File: src/rtl/dunit_controller.sv
// dunit_controller
// Debug-unit sequencer that sits between a byte-stream host link and the
// pipeline debug port. It loads a program into instruction memory, runs the
// pipeline freely or one step at a time, and dumps the register file and data
// memory back to the host. It is the only driver of the pipeline dunit_* inputs.
//
// Ports
//   i_clk, i_reset_n            clock, asynchronous active-low reset
//   i_rx_data, i_rx_valid       host byte and its one-cycle strobe
//   o_tx_data, o_tx_valid       byte to host, held until i_tx_ready
//   i_tx_ready                  host link accepts the presented byte
//   i_halt                      pipeline has retired HALT (level)
//   i_dunit_reg                 register-file word, 1-cycle read latency
//   i_dunit_mem_data            data-memory word, 1-cycle read latency
//   o_dunit_clk_en              pipeline advance enable
//   o_dunit_reset_pc            hold PC at 0
//   o_dunit_w_mem               instruction-memory write strobe
//   o_dunit_addr                imem write / dmem read byte address or register index
//   o_dunit_data_if             instruction word to write
//   o_busy                      high whenever the sequencer is not idle
module dunit_controller #(
  parameter int NB_REG     = 32,
  parameter int NB_ADDR    = 5,
  parameter int NB_BYTE    = 8,
  parameter int N_DMEM     = 32,
  parameter int MAX_CYCLES = 1024
) (
  input  logic               i_clk,
  input  logic               i_reset_n,
  input  logic [NB_BYTE-1:0] i_rx_data,
  input  logic               i_rx_valid,
  output logic [NB_BYTE-1:0] o_tx_data,
  output logic               o_tx_valid,
  input  logic               i_tx_ready,
  input  logic               i_halt,
  input  logic [NB_REG-1:0]  i_dunit_reg,
  input  logic [NB_REG-1:0]  i_dunit_mem_data,
  output logic               o_dunit_clk_en,
  output logic               o_dunit_reset_pc,
  output logic               o_dunit_w_mem,
  output logic [NB_REG-1:0]  o_dunit_addr,
  output logic [NB_REG-1:0]  o_dunit_data_if,
  output logic               o_busy
);

  localparam int NB_REGS = 2 ** NB_ADDR;
  localparam logic [31:0] MAX_C = MAX_CYCLES[31:0];

  localparam logic [NB_BYTE-1:0] CMD_LOAD = NB_BYTE'(8'h4C);
  localparam logic [NB_BYTE-1:0] CMD_RUN  = NB_BYTE'(8'h43);
  localparam logic [NB_BYTE-1:0] CMD_STEP = NB_BYTE'(8'h53);
  localparam logic [NB_BYTE-1:0] CMD_DUMP = NB_BYTE'(8'h52);
  localparam logic [NB_BYTE-1:0] RSP_OK   = NB_BYTE'(8'h4B);
  localparam logic [NB_BYTE-1:0] RSP_HALT = NB_BYTE'(8'h48);
  localparam logic [NB_BYTE-1:0] RSP_TOUT = NB_BYTE'(8'h54);
  localparam logic [NB_BYTE-1:0] RSP_ERR  = NB_BYTE'(8'h3F);

  typedef enum logic [3:0] {
    IDLE, LOAD_CNT, LOAD_BYTE, LOAD_WR, RUN, STEP,
    DUMP_ADDR, DUMP_CAP, TX, TX_WAIT
  } state_e;

  state_e              state_q;
  logic [NB_BYTE-1:0]  txData_q;
  logic                txValid_q;
  logic                clkEn_q;
  logic                resetPc_q;
  logic                wMem_q;
  logic [NB_REG-1:0]   addr_q;
  logic [NB_REG-1:0]   dataIf_q;
  logic [NB_REG-1:0]   shift_q;
  logic [NB_REG-1:0]   dumpWord_q;
  logic [NB_BYTE-1:0]  wordCnt_q;
  logic [NB_BYTE-1:0]  wordIdx_q;
  logic [1:0]          byteCnt_q;
  logic [31:0]         cycleCnt_q;
  logic                dumping_q;
  logic                dumpPass_q;
  logic [15:0]         dumpIdx_q;

  logic [NB_REG-1:0]   shift_d;
  logic [31:0]         cycleCnt_d;
  logic [15:0]         dumpIdx_d;

  // Incoming load bytes arrive MSB first, so each one enters at the bottom.
  assign shift_d    = {shift_q[NB_REG-NB_BYTE-1:0], i_rx_data};
  assign cycleCnt_d = cycleCnt_q + 32'd1;
  assign dumpIdx_d  = dumpIdx_q + 16'd1;

  // Single sequencer; every output is a register so the pipeline and the
  // host link never see combinational glitches from the command decode.
  // Responses are sent by loading txData_q/txValid_q and parking in TX_WAIT,
  // which holds the byte until the host accepts it. TX is only used by the
  // dump to present the next byte of the captured word.
  always_ff @(posedge i_clk or negedge i_reset_n) begin
    if (!i_reset_n) begin
      state_q    <= IDLE;
      txData_q   <= '0;
      txValid_q  <= 1'b0;
      clkEn_q    <= 1'b0;
      resetPc_q  <= 1'b1;
      wMem_q     <= 1'b0;
      addr_q     <= '0;
      dataIf_q   <= '0;
      shift_q    <= '0;
      dumpWord_q <= '0;
      wordCnt_q  <= '0;
      wordIdx_q  <= '0;
      byteCnt_q  <= '0;
      cycleCnt_q <= '0;
      dumping_q  <= 1'b0;
      dumpPass_q <= 1'b0;
      dumpIdx_q  <= '0;
    end else begin
      case (state_q)
        IDLE: begin
          if (i_rx_valid) begin
            if (i_rx_data == CMD_LOAD) begin
              resetPc_q <= 1'b1;
              state_q   <= LOAD_CNT;
            end else if (i_rx_data == CMD_RUN) begin
              resetPc_q  <= 1'b0;
              clkEn_q    <= 1'b1;
              cycleCnt_q <= '0;
              state_q    <= RUN;
            end else if (i_rx_data == CMD_STEP) begin
              resetPc_q <= 1'b0;
              clkEn_q   <= 1'b1;
              state_q   <= STEP;
            end else if (i_rx_data == CMD_DUMP) begin
              // Address is driven on entry so the read data lines up with DUMP_CAP.
              dumping_q  <= 1'b1;
              dumpPass_q <= 1'b0;
              dumpIdx_q  <= '0;
              addr_q     <= '0;
              state_q    <= DUMP_ADDR;
            end else begin
              txData_q  <= RSP_ERR;
              txValid_q <= 1'b1;
              state_q   <= TX_WAIT;
            end
          end
        end
        LOAD_CNT: begin
          if (i_rx_valid) begin
            if (i_rx_data == '0) begin
              txData_q  <= RSP_OK;
              txValid_q <= 1'b1;
              state_q   <= TX_WAIT;
            end else begin
              wordCnt_q <= i_rx_data;
              wordIdx_q <= '0;
              byteCnt_q <= '0;
              state_q   <= LOAD_BYTE;
            end
          end
        end
        LOAD_BYTE: begin
          if (i_rx_valid) begin
            shift_q   <= shift_d;
            byteCnt_q <= byteCnt_q + 2'd1;
            if (byteCnt_q == 2'd3) begin
              dataIf_q <= shift_d;
              addr_q   <= NB_REG'({wordIdx_q, 2'b00});
              wMem_q   <= 1'b1;
              state_q  <= LOAD_WR;
            end
          end
        end
        LOAD_WR: begin
          wMem_q    <= 1'b0;
          wordIdx_q <= wordIdx_q + NB_BYTE'(1);
          if (wordIdx_q == wordCnt_q - NB_BYTE'(1)) begin
            txData_q  <= RSP_OK;
            txValid_q <= 1'b1;
            state_q   <= TX_WAIT;
          end else begin
            state_q <= LOAD_BYTE;
          end
        end
        RUN: begin
          // Halt is checked first so it wins over a simultaneous timeout.
          cycleCnt_q <= cycleCnt_d;
          if (i_halt) begin
            clkEn_q   <= 1'b0;
            txData_q  <= RSP_HALT;
            txValid_q <= 1'b1;
            state_q   <= TX_WAIT;
          end else if (MAX_CYCLES != 0 && cycleCnt_d == MAX_C) begin
            clkEn_q   <= 1'b0;
            txData_q  <= RSP_TOUT;
            txValid_q <= 1'b1;
            state_q   <= TX_WAIT;
          end
        end
        STEP: begin
          clkEn_q   <= 1'b0;
          txData_q  <= i_halt ? RSP_HALT : RSP_OK;
          txValid_q <= 1'b1;
          state_q   <= TX_WAIT;
        end
        DUMP_ADDR: begin
          state_q <= DUMP_CAP;
        end
        DUMP_CAP: begin
          dumpWord_q <= dumpPass_q ? i_dunit_mem_data : i_dunit_reg;
          byteCnt_q  <= '0;
          state_q    <= TX;
        end
        TX: begin
          txData_q  <= dumpWord_q[NB_REG-1 -: NB_BYTE];
          txValid_q <= 1'b1;
          state_q   <= TX_WAIT;
        end
        TX_WAIT: begin
          if (i_tx_ready) begin
            txValid_q <= 1'b0;
            if (!dumping_q) begin
              state_q <= IDLE;
            end else if (byteCnt_q != 2'd3) begin
              dumpWord_q <= dumpWord_q << NB_BYTE;
              byteCnt_q  <= byteCnt_q + 2'd1;
              state_q    <= TX;
            end else if (!dumpPass_q && dumpIdx_q == 16'(NB_REGS - 1)) begin
              dumpPass_q <= 1'b1;
              dumpIdx_q  <= '0;
              addr_q     <= '0;
              state_q    <= DUMP_ADDR;
            end else if (dumpPass_q && dumpIdx_q == 16'(N_DMEM - 1)) begin
              dumping_q <= 1'b0;
              state_q   <= IDLE;
            end else begin
              dumpIdx_q <= dumpIdx_d;
              addr_q    <= dumpPass_q ? NB_REG'({dumpIdx_d, 2'b00}) : NB_REG'(dumpIdx_d);
              state_q   <= DUMP_ADDR;
            end
          end
        end
        default: state_q <= IDLE;
      endcase
    end
  end

  assign o_tx_data        = txData_q;
  assign o_tx_valid       = txValid_q;
  assign o_dunit_clk_en   = clkEn_q;
  assign o_dunit_reset_pc = resetPc_q;
  assign o_dunit_w_mem    = wMem_q;
  assign o_dunit_addr     = addr_q;
  assign o_dunit_data_if  = dataIf_q;
  assign o_busy           = (state_q != IDLE);

endmodule

File: config.mk
export PLATFORM = sky130hd
export DESIGN_NAME = dunit_controller
export DESIGN_NICKNAME = d
export VERILOG_FILES = /design/src/rtl/dunit_controller.sv
export SDC_FILE = /design/constraint.sdc
export NUM_CORES = 1
export LEC_CHECK = 0
export ABC_AREA = 1
export BUFFER_PORTS_ARGS = -buffer_cell sky130_fd_sc_hd__buf_2
export CORE_ASPECT_RATIO = 1.2
export CORE_UTILIZATION = 25
export DETAILED_ROUTE_END_ITERATION = 16
export PLACE_DENSITY = 0.46
export SYNTH_ARGS = -nofsm -noshare
export SYNTH_HDL_FRONTEND = slang
export SYNTH_SLANG_ARGS = --single-unit
File: constraint.sdc
create_clock -name i_clk -period 3.6 [get_ports i_clk]
set_input_delay 0.54 -clock i_clk [delete_from_list [all_inputs] [get_ports i_clk]]
set_output_delay 0.54 -clock i_clk [all_outputs]
set_load 0.1 [all_outputs]
==> qor.yml <==
die:
  die_width_um: 187
  io_pins: 154
  fp-row-count: 80
  fp.dieH_um: 224
  floorplan.die_area_sq_um: 41700
  initial_core_util_pct: 25.5
  core_area_sq_um: 40000
global_routing:
  antenna_found_initial: 1
  grt_use_total_pct: 14.3
  first_global_vias: 8776
  grt_pass1_wl_um: 47200
  grt_max_degree: 57
  grt-ovfl-total: 0
setup_path:
  cp_slowest_stage_delay_ps: 420
  required_ps: 3930
  crit_path_start_kind: "flip-flop"
  worstPathArrival_ps: 2890
  startpoint: "state_q[0]"
  path_cells: "inv_1, nor2_1, nand2_2, or2_1, nand2_1, inv_2, nand3_1, nor3_2, nand2_2, nor2_4, inv_2, nand2_1, o21ai_0"
  path_buf_inv: 3
  setup.worst_path.class: "reg2reg"
  cp_max_fo: 19
  crit_family: "simple AND/OR/NAND/NOR gates"
  r2r-start: "state_q[0]"
  end_kind: "flip-flop"
  cp_slowest_cell: "dfrtp_1"
cts:
  htree_levels: 4
  clockBufferDepth: 2
  cts_hold_buffers: 0
  cts_setup_buffers: 0
  cts_root_buffer: "clkbuf_16"
  cts_tree: "built"
  clk_latency_ps: 450
  clock_sinks: 190
  clk_pin_slew_worst_paths_ps: 90
  cts.repair.resized: 0
  numCtsBuffers: 17
run_status:
  status: "completed"
drt:
  firstDrtPassIters: 5
  dr_total_vias: 8913
  ant_nets: 0
  drc_errors: 0
  drtIter0Drc: 483
  post_drt_wl_per_cell_um: 14.4
  routed_via_density: 4.40
  wirelength_um: 29200
sta:
  setup_viol: 0
  fmax_mhz: 390
  relSlewSlack_pct: 32.0
  finalWorstSetupSlack_ps: 1040
  fin_crit_sh_pct: 71.2
  tightest_slew_ps: 1020
  fin_crit_ps: 2560
  hold_violations: 0
  tns_ps: 0
  finalClockSkew_ps: 16.2
  finalMaxSlewViolations: 0
  rsz0062_at_grt: "no"
power_and_ir_drop:
  ir_drop_uv: 352
  p_sw_mw: 5.84
  p_per_area_nw_per_um2: 926
  swShare_pct: 52.1
  p_total_mw: 11.2
  seq_power_share_pct: 29.5
  p_leak_nw: 6.19
  pwr-share-clk_pct: 17.8
  internal_power_mw: 5.37
  p_comb_share_pct: 52.7
cells_and_area:
  fin_util_pct: 30.3
  instances_no_fill: 2024
  n_fill_cell: 4387
  seqCellArea_sq_um: 4760
  drive_above_1_share_pct: 16.2
  nets: 1560
  syn_to_final_growth_pct: 18.4
  multi_input_area_sq_um: 4700
synthesis:
  syn_inst: 1350
  yosys.area.top_type: "dfrtp_1"
  ys_ff_latch: 190
  synth_area_sq_um: 10200
  synth_cell_type_count: 49
  synth_top_area_share_pct: 46.2
  yosys_warnings: 0
  synthFlopType: "dfrtp_1"
  syn-mean-instance-area_sq_um: 7.58
  synth.area.top_cells: "dfrtp_1 (46%), nand2_1 (14%), o21ai_0 (9.0%)"
  async_flop_share_pct: 100
  yosysSeqAreaShare_pct: 46.5
  synth-edff-count: 0
placed_design:
  gp_congestion: 0.838
  dp_hpwl_um: 21800
  dp_cells: 1991
  place_ws_ps: 895
  io_buffer_count: 139
hold_path:
  hold_class: "in2async"
job:
  cap_violations: 0
-- path summary, 6_finish.rpt --
check,endpoint,slack (ps),cells past startpoint
worst min register to register,o_tx_data[7],470,2
min in group i_clk,shift_q[6],350,3
worst max register to register,o_dunit_addr[17],1040,13
max in group asynchronous,o_dunit_addr[4],2720,2
worst max-delay path,o_dunit_addr[17],1040,13
worst min-delay path,o_dunit_data_if[9],40,1
-- routing by layer --
metal  vias to the layer above  GRT usage (%)  share of wire [%]
met5                         -              0                  0
li1                       4581              -                  -
met3                        19           2.90                3.6
met2                       169           24.6                 48
met1                      4144           18.3                 47
met4                         0           3.49                1.3
-- state kept, by name, indices dropped and copies added, names as in the netlist --
| signal | count |
|---|---|
| o_dunit_reset_pc | 1 |
| byteCnt_q | 2 |
| o_tx_valid | 1 |
| o_dunit_data_if | 32 |
| wordCnt_q | 8 |
| dumping_q | 1 |
| dumpPass_q | 1 |
| shift_q | 24 |
| dumpIdx_q | 16 |
| wordIdx_q | 8 |
| dumpWord_q | 32 |
| cycleCnt_q | 32 |
| o_dunit_clk_en | 1 |
| o_dunit_addr | 18 |
| o_dunit_w_mem | 1 |
| state_q | 4 |
| o_tx_data | 8 |
-- metrics by stage --
stage / instance area, sq um / hold WS [ps]
6_report: 12100 / 44.4
3_3_place_gp: 11500 / 459
4_1_cts: 12100 / 55.9
2_1_floorplan: 10300 / 244
3_5_place_dp: 11500 / 457
5_1_grt: 12100 / 61.3
-- logic make-up after synthesis --
| family | count (synthesis) | share of synthesized area [%] |
|---|---|---|
| fa+ha+maj | 6 | 0.734 |
| xor+xnor | 27 | 2.31 |
| compound gates | 253 | 13.2 |
| simple gates | 656 | 27.4 |
| buf+inv | 200 | 8.10 |
| mux | 17 | 1.77 |
| other cells | 1 | 0.0367 |
| flops | 190 | 46.5 |
-- power groups by stage --
stage	Combinational, mW	Clock [mW]	Sequential (mW)
after floorplan	3.57	0	4.33
after global placement	5.94	0	3.36
after detailed placement	5.98	0	3.36
after CTS	6.00	2.08	3.33
after global routing	6.64	2.14	3.42
final	5.91	1.99	3.31
-- synth_stat cells (2+ instances only) --
library cell / n
a21oi_1: 20
a22o_1: 2
a31oi_1: 3
buf_1: 2
buf_2: 5
buf_4: 16
clkbuf_1: 33
clkinv_1: 2
dfrtp_1: 189
ha_1: 6
inv_1: 132
inv_2: 9
mux2_2: 9
mux2i_1: 8
nand2_1: 376
nand2_2: 7
nand2_4: 4
nand3_1: 53
nand3_2: 3
nand4_1: 13
nor2_1: 155
nor2_2: 6
nor2_4: 10
nor3_1: 19
nor3_2: 2
nor4_1: 2
o211ai_1: 3
o21ai_0: 184
o21ai_1: 7
o21bai_1: 2
o22ai_1: 25
xnor2_1: 4
xor2_1: 23
-- final cells by class --
cell class,count,share of cell area (%)
Antenna cell,1,0.0207
Clock inverter,15,1.62
Inverter,143,4.43
Clock buffer,17,3.51
Timing Repair Buffer,152,6.83
Multi-Input combinational cell,973,38.8
Tap cell,533,5.51
Sequential cell,190,39.3
-- cell usage in the layout, fill, tap and decap left out, types with 9 or more instances in the layout --
| master | instances |
|---|---|
| a21oi_1 | 20 |
| buf_2 | 138 |
| buf_4 | 11 |
| clkbuf_16 | 17 |
| conb_1 | 14 |
| dfrtp_1 | 188 |
| inv_1 | 132 |
| inv_2 | 9 |
| mux2_2 | 9 |
| nand2_1 | 375 |
| nand3_1 | 52 |
| nand4_1 | 13 |
| nor2_1 | 155 |
| nor2_4 | 10 |
| nor3_1 | 19 |
| o21ai_0 | 184 |
| o22ai_1 | 25 |
| xor2_1 | 23 |
Power figures use the tool's default switching activity.
